--- src/rtl/logic_pkg.sv ---
// Shared opcode definitions for the bitwise word logic datapath.
package logic_pkg;

  localparam int unsigned OpWidth = 3;

  typedef enum logic [OpWidth-1:0] {
    OpNotA  = 3'd0,
    OpAnd   = 3'd1,
    OpOr    = 3'd2,
    OpXor   = 3'd3,
    OpNand  = 3'd4,
    OpNor   = 3'd5,
    OpXnor  = 3'd6,
    OpPassA = 3'd7
  } op_e;

endpackage

--- src/rtl/word_logic_unit_if.sv ---
// Operation request / result handshake bundle for word_logic_unit.
interface word_logic_unit_if #(
  parameter int unsigned WIDTH = 8,
  parameter int unsigned DEPTH = 2
);
  import logic_pkg::*;

  localparam int unsigned CntWidth = $clog2(DEPTH) + 1;

  logic                in_valid;
  logic                in_ready;
  op_e                 op;
  logic [WIDTH-1:0]    a;
  logic [WIDTH-1:0]    b;
  logic                out_valid;
  logic                out_ready;
  logic [WIDTH-1:0]    result;
  logic [CntWidth-1:0] count;

  modport master (
    output in_valid, op, a, b, out_ready,
    input  in_ready, out_valid, result, count
  );

  modport slave (
    input  in_valid, op, a, b, out_ready,
    output in_ready, out_valid, result, count
  );

endinterface

--- src/rtl/word_logic_core.sv ---
// Purely combinational bitwise operator; every result bit depends only on the same bit of a/b.
module word_logic_core
  import logic_pkg::*;
#(
  parameter int unsigned WIDTH = 8
) (
  input  op_e              op,
  input  logic [WIDTH-1:0] a,
  input  logic [WIDTH-1:0] b,
  output logic [WIDTH-1:0] y
);

  always_comb begin
    y = a;
    unique case (op)
      OpNotA:  y = ~a;
      OpAnd:   y = a & b;
      OpOr:    y = a | b;
      OpXor:   y = a ^ b;
      OpNand:  y = ~(a & b);
      OpNor:   y = ~(a | b);
      OpXnor:  y = ~(a ^ b);
      OpPassA: y = a;
    endcase
  end

endmodule

--- src/rtl/word_logic_unit.sv ---
// Bitwise logic unit: results are computed on accept and queued in a small FIFO
// that drains in accept order.
module word_logic_unit
  import logic_pkg::*;
#(
  parameter int unsigned WIDTH = 8,
  parameter int unsigned DEPTH = 2
) (
  input  logic             clk,
  input  logic             rst_n,
  word_logic_unit_if.slave bus
);

  localparam int unsigned PtrWidth = $clog2(DEPTH);
  localparam int unsigned CntWidth = PtrWidth + 1;
  localparam logic [CntWidth-1:0] CntFull = CntWidth'(DEPTH);

  logic [WIDTH-1:0]    mem_q [DEPTH];
  logic [PtrWidth-1:0] wptr_q, wptr_d;
  logic [PtrWidth-1:0] rptr_q, rptr_d;
  logic [CntWidth-1:0] count_q, count_d;
  logic                in_ready_q;
  logic                accept, pop;
  logic [WIDTH-1:0]    y;

  word_logic_core #(
    .WIDTH(WIDTH)
  ) u_core (
    .op(bus.op),
    .a (bus.a),
    .b (bus.b),
    .y (y)
  );

  assign accept = bus.in_valid & in_ready_q;
  assign pop    = (count_q != '0) & bus.out_ready;

  // Pointers wrap for free since DEPTH is a power of two.
  always_comb begin
    wptr_d  = wptr_q;
    rptr_d  = rptr_q;
    count_d = count_q;
    if (accept) wptr_d = wptr_q + 1'b1;
    if (pop)    rptr_d = rptr_q + 1'b1;
    unique case ({accept, pop})
      2'b10:   count_d = count_q + 1'b1;
      2'b01:   count_d = count_q - 1'b1;
      default: count_d = count_q;
    endcase
  end

  // in_ready is registered from next-state count so it stays low through reset
  // and never combinationally depends on out_ready.
  always_ff @(posedge clk or negedge rst_n) begin
    if (!rst_n) begin
      wptr_q     <= '0;
      rptr_q     <= '0;
      count_q    <= '0;
      in_ready_q <= 1'b0;
    end else begin
      wptr_q     <= wptr_d;
      rptr_q     <= rptr_d;
      count_q    <= count_d;
      in_ready_q <= (count_d != CntFull);
    end
  end

  always_ff @(posedge clk) begin
    if (accept) mem_q[wptr_q] <= y;
  end

  assign bus.in_ready  = in_ready_q;
  assign bus.out_valid = (count_q != '0);
  assign bus.result    = mem_q[rptr_q];
  assign bus.count     = count_q;

endmodule

--- src/flat_wrapper.sv ---
// flat-port wrapper written by rule: the top's interface ports become plain ports
module word_logic_unit_flat import logic_pkg::*;
#(
  parameter int unsigned WIDTH = 8,
  parameter int unsigned DEPTH = 2
)
  (clk, rst_n, bus_in_valid, bus_op, bus_a, bus_b, bus_out_ready, bus_in_ready, bus_out_valid, bus_result, bus_count);
  word_logic_unit_if #(.WIDTH(WIDTH), .DEPTH(DEPTH)) bus_i ();
  input  logic clk;
  input  logic rst_n;
  input wire logic [$bits(bus_i.in_valid)-1:0] bus_in_valid;
  input wire logic [$bits(bus_i.op)-1:0] bus_op;
  input wire logic [$bits(bus_i.a)-1:0] bus_a;
  input wire logic [$bits(bus_i.b)-1:0] bus_b;
  input wire logic [$bits(bus_i.out_ready)-1:0] bus_out_ready;
  output wire logic [$bits(bus_i.in_ready)-1:0] bus_in_ready;
  output wire logic [$bits(bus_i.out_valid)-1:0] bus_out_valid;
  output wire logic [$bits(bus_i.result)-1:0] bus_result;
  output wire logic [$bits(bus_i.count)-1:0] bus_count;
  assign bus_i.in_valid = bus_in_valid;
  assign bus_i.op = bus_op;
  assign bus_i.a = bus_a;
  assign bus_i.b = bus_b;
  assign bus_i.out_ready = bus_out_ready;
  assign bus_in_ready = bus_i.in_ready;
  assign bus_out_valid = bus_i.out_valid;
  assign bus_result = bus_i.result;
  assign bus_count = bus_i.count;
  word_logic_unit #(.WIDTH(WIDTH), .DEPTH(DEPTH)) u_core (.clk(clk), .rst_n(rst_n), .bus(bus_i));
endmodule
--- config.mk ---
export PLATFORM = sky130hd
export DESIGN_NAME = word_logic_unit_flat
export DESIGN_NICKNAME = d
export VERILOG_FILES = /design/src/rtl/logic_pkg.sv /design/src/rtl/word_logic_unit_if.sv /design/src/rtl/word_logic_core.sv /design/src/rtl/word_logic_unit.sv /design/src/flat_wrapper.sv
export SDC_FILE = /design/constraint.sdc
export NUM_CORES = 1
export LEC_CHECK = 0
export CAP_MARGIN = 20
export CORE_AREA = 8 8 67 83
export DETAILED_ROUTE_END_ITERATION = 8
export DIE_AREA = 0 0 75 91
export PLACE_DENSITY = 0.74
export SETUP_SLACK_MARGIN = 0.5
export SYNTH_ARGS = -nofsm -noshare
export SYNTH_HDL_FRONTEND = slang
export SYNTH_SLANG_ARGS = --single-unit
--- constraint.sdc ---
create_clock -name clk -period 1.82 [get_ports clk]
set_input_delay 0.455 -clock clk [delete_from_list [all_inputs] [get_ports clk]]
set_output_delay 0.455 -clock clk [all_outputs]
set_load 0.03 [all_outputs]
* Word-level counts from Yosys, hierarchy flattened *
Memory sizes are Yosys's and may differ from the RTL's.
Cells that the tools add are included.

storage, ports and cells
  register bits after elaboration = 5
  bits in latches = 0
  bits in writable memories = 16
  ROM bits = 0
  input bits = 23
  output and inout bits = 12
  word-level logic and storage cells = 34
  memories = 1

cells by class
  add/sub/neg operators = 4
  multipliers = 0
  divide/modulo/power cells = 0
  $lt $le $gt $ge = 0
  eq/ne operators = 10
  shift-type cells = 0
  multiplexer cells = 4
  bitwise operators = 9
  reductions and logical operators = 2

memories
  memory        words  bits a word  rd ports  clocked after memory_dff  write ports  RTL line               text
  u_core.mem_q  2      8            1         0                         1            word_logic_unit.sv:18  logic [WIDTH-1:0] mem_q [DEPTH];

operators with widths
  cell                   number
  $pmux W8 S8            1
  $not A8 Y8             4
  $eq A3 B3 Y1 const B   4
  $and A8 B8 Y8          1
  $or A8 B8 Y8           1
  $xor A8 B8 Y8          1
  $eq A3 B2 Y1 const B   2
  $pmux W2 S2            1
  $eq A3 B1 Y1 const B   1
  $logic_not A3 Y1       1
  $add A1 B1 Y1 const B  2
  $add A2 B1 Y2 const B  1
  $and A1 B1 Y1          2
  $eq A2 B1 Y1 const B   1
  $eq A2 B2 Y1 const B   1
  $mux W1                2
  $ne A2 B2 Y1 const B   1
  $reduce_bool A2 Y1     1
  $sub A2 B1 Y2 const B  1

* Longest topological paths before layout *
  depth after elaboration = 5
  depth in mapped cells = 7
  depth with buffers taken out = 7

* Cells and area by module *
From an unflattened synthesis, not the netlist that was laid out.

second synthesis, totals
  cells, all modules = 170
  area total of the unflattened synthesis = 1,660.3 um^2

modules (own cells, without submodules)
  module           times used  cells each  area an instance (um^2)  sequential area each (um^2)
  word_logic_core  1           123         843.3                    0.0
  word_logic_unit  1           47          817.0                    605.6

* Least setup slack after synthesis *
No wires, ideal clock.

  path kind = register to register
  from = reg u_core.count_q[0], in the netlist u_core.bus.count[0]
  to = reg u_core.in_ready_q, in the netlist u_core.bus.in_ready
  library setup time = 0.125 ns
  data arrival time = 1.790 ns
  data required time = 1.695 ns
  setup slack = -0.095 ns
  cell stages (with the launch flop) = 7
  path buffers = 0
  period minus slack after synthesis = 1.915 ns
  cell sequence = dfrtp_1 > or2_2 > and2_1 > ha_1 > nor2_1 > xor2_1 > nand2_1

between the ends
  longest elaborated chain between the ends = 5
  elaborated cells between the ends (all ways) = 8
  those cells by class = 2 x add/sub; 3 x eq/ne; 1 x mux; 1 x bitwise; 1 x reduce/logical

ends and longest elaborated chain
  element                                       RTL line               text
  start, declared                               word_logic_unit.sv:21  logic [CntWidth-1:0] count_q, count_d;
  start signal, assigned                        word_logic_unit.sv:63  count_q <= count_d;
  $reduce_bool A2 Y1 (*)                        --
  named net bus_out_valid                       flat_wrapper.sv:17     output wire logic [$bits(bus_i.out_valid)-1:0] bus_out_valid;
  $and A1 B1 Y1 (*)                             word_logic_unit.sv:36  assign pop = (count_q != '0) & bus.out_ready;
  named net u_core.pop                          word_logic_unit.sv:23  logic accept, pop;
  $eq A2 B1 Y1 or $eq A2 B2 Y1 (tied branches)  word_logic_unit.sv:45  unique case ({accept, pop})
  $pmux W2 S2 (*)                               word_logic_unit.sv:45
  named net u_core.count_d[1]                   word_logic_unit.sv:21
  $ne A2 B2 Y1 (*)                              word_logic_unit.sv:64  in_ready_q <= (count_d != CntFull);
  end signal, assigned                          word_logic_unit.sv:64
  end, declared                                 word_logic_unit.sv:22  logic in_ready_q;

The timed path passes the listed nets; every way through them passes the cells marked *.
A chain may end at the register's enable or synchronous reset.

* Worst setup path in the final report *
  from = reg u_core.rptr_q
  to = out bus_result[6]

between the ends
  longest elaborated chain between the ends = 1

ends and longest elaborated chain
  element                 RTL line               text
  start, declared         word_logic_unit.sv:20  logic [PtrWidth-1:0] rptr_q, rptr_d;
  start signal, assigned  word_logic_unit.sv:62  rptr_q <= rptr_d;
  $mem_v2 Z2 W8           --
  end, declared           flat_wrapper.sv:18     output wire logic [$bits(bus_i.result)-1:0] bus_result;

No other way between the ends.

==> impl_metrics.toml <==
[layout]
antennaDiodeCount = 0
num-nets-final = 277
final_cell_mix = "34 x buf_4, 24 x buf_6, 16 x edfxtp_1, 10 x ha_4"
area_delta_synth_final_pct = 87.81
fin_area_sq_um = 3104
regArea_sq_um = 608.1
drive_above_1_share_pct = 72.03
post_layout_nonfiller_instances = 294
nFillCells = 271
mostFrequentLayoutCell = "buf_4"
multi_input_area_sq_um = 1279

[placed_design]
placed_cell_area_sq_um = 2544
hpwlAfterDp_um = 3385
dp.cells = 269
portBuffers = 34
gp_congestion = 0.7910

[grt]
globalRouteMet1Util_pct = 15.25
grt_busiest_layer = "met2"
grt_use_met2_pct = 27.75
grtUsageTotal_pct = 14.55
grt_pass1_vias = 1631
grt_first_pass_wirelength_um = 7845
met3_usage_pct = 2.200
antenna_found_initial = 0
grt_max_degree = 13
overflow = 0

[synth]
syn_nets = 196
synth_top_family_by_area = "multiplexers"
ys_warn_count = 0
async_reset_ff_share_pct = 23.81
synth_edf_count = 16
yosys.area_share.simple_pct = 9.917
synth.area.mux_share_pct = 15.14
yosys_register_bits = 21
ys_seq_area_share_pct = 36.64
synth_fa_ha_area_share_pct = 12.87
syn_area_sq_um = 1653
synth_cells = 156
synth_area_per_cell_sq_um = 10.60
synth-xor-area-share_pct = 2.650
synth_flop_cell = "edfxtp_1"
ys_types = 43
synth_compound_area_share_pct = 13.40

[sta]
min_period_ns = 1.709
finClkSkew_ns = 0.003630
fin_crit_sh_pct = 93.91
hold_ws_ns = 0.4143
max-slew-margin-rel_pct = 75.96
setup_viol = 0
max_slew.worst_pin.slew_ns = 0.3607
slew_violations = 0
rsz0062_at_grt = "true"
hold_viol = 0
fmax_mhz = 585.1

[setup_path]
ff2ff_setup_slack_ns = 0.21
worst-r2r-cell-count = 7
critPathArrivalTime_ns = 1.25
critPathBufInv = 2
worstSetupStartpointType = "flip-flop"
cp_max_fo = 9
crit_chain = "buf_12 > mux2_4 > buf_6"
endpoint_kind = "output pin"
max_stage_delay_ns = 0.40
r2r_start = "u_core.bus.count[0]"
path_class = "flip-flop to output pin"
crit_family = "flip-flops"
r2r_end = "u_core.bus.in_ready"
cp_slowest_cell = "dfrtp_1"
required_ns = 1.36

[clock_network]
htree_levels = 1
numCtsBuffers = 3
clkTransAtPathRegs_ns = 0.07
cts_tree = "built"
cts_sinks = 21
clk_path_buf_depth = 2
cts-root-buf = "clkbuf_8"
clk_latency_ns = 0.26

[power]
p_leak_nw = 1.297
p_per_area_nw_per_um2 = 882.6
ir_drop_uv = 354.8
power_mw = 2.740

[floorplanning]
fp.dieW_um = 75
die_area_sq_um = 6825
initial_utilization_pct = 38.52
coreArea_sq_um = 4290
die_y_um = 91
ios = 35
rows = 27

[hold_path]
holdCritPathClass = "input port to async pin"

[run_status]
status = "finished, final reports clean"

[routing]
viasPerCell = 5.214
firstDrtPassIters = 4
drt-wirelength-per-cell_um = 16.81
antenna_left = 0
drc = 0
vias = 1533
first_iter_violations = 60
wl_um = 4942

[job]
maxCapViolCount = 0
[kinds of logic (layout without fill, tap and decap cells)]
logic type / count (synthesis) / after routing
buffers and inverters: 31 / 111
xor gates and xnor gates: 5 / 5
adders and majority gates: 17 / 17
DFF: 21 / 21
AOI/OAI and AO/OA: 32 / 32
and+or+nand+nor: 34 / 34
muxes: 16 / 16
[metal layers]
| layer | part of all wire, % | up-vias |
|---|---|---|
| met5 | 0 | - |
| met4 | 3.1 | 0 |
| met3 | 4.9 | 15 |
| met2 | 55 | 57 |
| met1 | 37 | 740 |
| li1 | - | 721 |
[timing repair]
action                     in CTS  in global routing
buffers inserted               15                  4
setup endpoints to repair      47                 31
hold buffers                    0                  0
gates cloned                    2                  0
resized for setup             221                 34
pin swaps                      28                 14
[cells in the mapped netlist, types with 2 or more instances]
| cell | count | share of area [%] |
|---|---|---|
| a21oi_1 | 5 | 1.5 |
| or2_2 | 2 | 0.76 |
| inv_1 | 20 | 4.5 |
| o21ai_1 | 2 | 0.61 |
| dfrtp_1 | 5 | 7.6 |
| nor2b_1 | 4 | 1.5 |
| nand2_1 | 9 | 2.0 |
| mux2_2 | 9 | 6.1 |
| mux4_2 | 5 | 6.8 |
| a31oi_1 | 2 | 0.76 |
| edfxtp_1 | 16 | 29 |
| and3_1 | 3 | 1.1 |
| xnor2_1 | 2 | 1.1 |
| o211ai_1 | 3 | 1.4 |
| nor2_1 | 10 | 2.3 |
| buf_6 | 3 | 2.0 |
| xor2_1 | 3 | 1.6 |
| buf_2 | 4 | 1.2 |
| a22oi_1 | 2 | 0.91 |
| o221a_2 | 2 | 1.4 |
| o21ai_0 | 7 | 2.1 |
| ha_1 | 17 | 13 |
[area by class of cell]
| class | count | share of cell area (%) |
|---|---|---|
| clock buffer | 3 | 1.330 |
| clock inverter | 1 | 0.1612 |
| inverter | 23 | 6.086 |
| multi-input combinational | 104 | 41.19 |
| sequential | 21 | 19.59 |
| tap | 58 | 2.338 |
| timing repair buffer | 84 | 29.30 |
[registers in the layout, indices dropped and copies added (netlist names)]
name                 count
u_core.rptr_q            1
u_core.mem_q            16
u_core.wptr_q            1
u_core.bus.count         2
u_core.bus.in_ready      1
[worst max path at each step]
stage / from / endpoint / cells past startpoint
final: u_core.rptr_q / bus_result[6] / 3
after global routing: u_core.rptr_q / bus_result[6] / 3
after CTS: u_core.rptr_q / bus_result[6] / 3
after detailed placement: bus_a[0] / u_core.mem_q[0][0] / 6
after global placement: bus_a[7] / u_core.mem_q[0][7] / 6
after floorplan: u_core.bus.count[0] / u_core.bus.in_ready / 7
[report_power, final]
group | leakage, nW | internal (mW) | switching, mW
sequential | 0.203 | 0.683 | 0.0741
clock | 0.0255 | 0.152 | 0.143
combinational | 1.07 | 0.891 | 0.796
total | 1.30 | 1.73 | 1.01
[stage by stage]
stage / utilization (%) / TNS [ns] / worst slack, ns
floorplan: - / 0 / 0.1352
global placement: 59.29 / -5.422 / -0.3999
detailed placement: 59.29 / -6.145 / -0.4513
CTS: 68.77 / 0 / 0.1009
global route: 72.35 / 0 / 0.07778
finish: 72.35 / 0 / 0.1109
(Power assumes the default switching activity.)
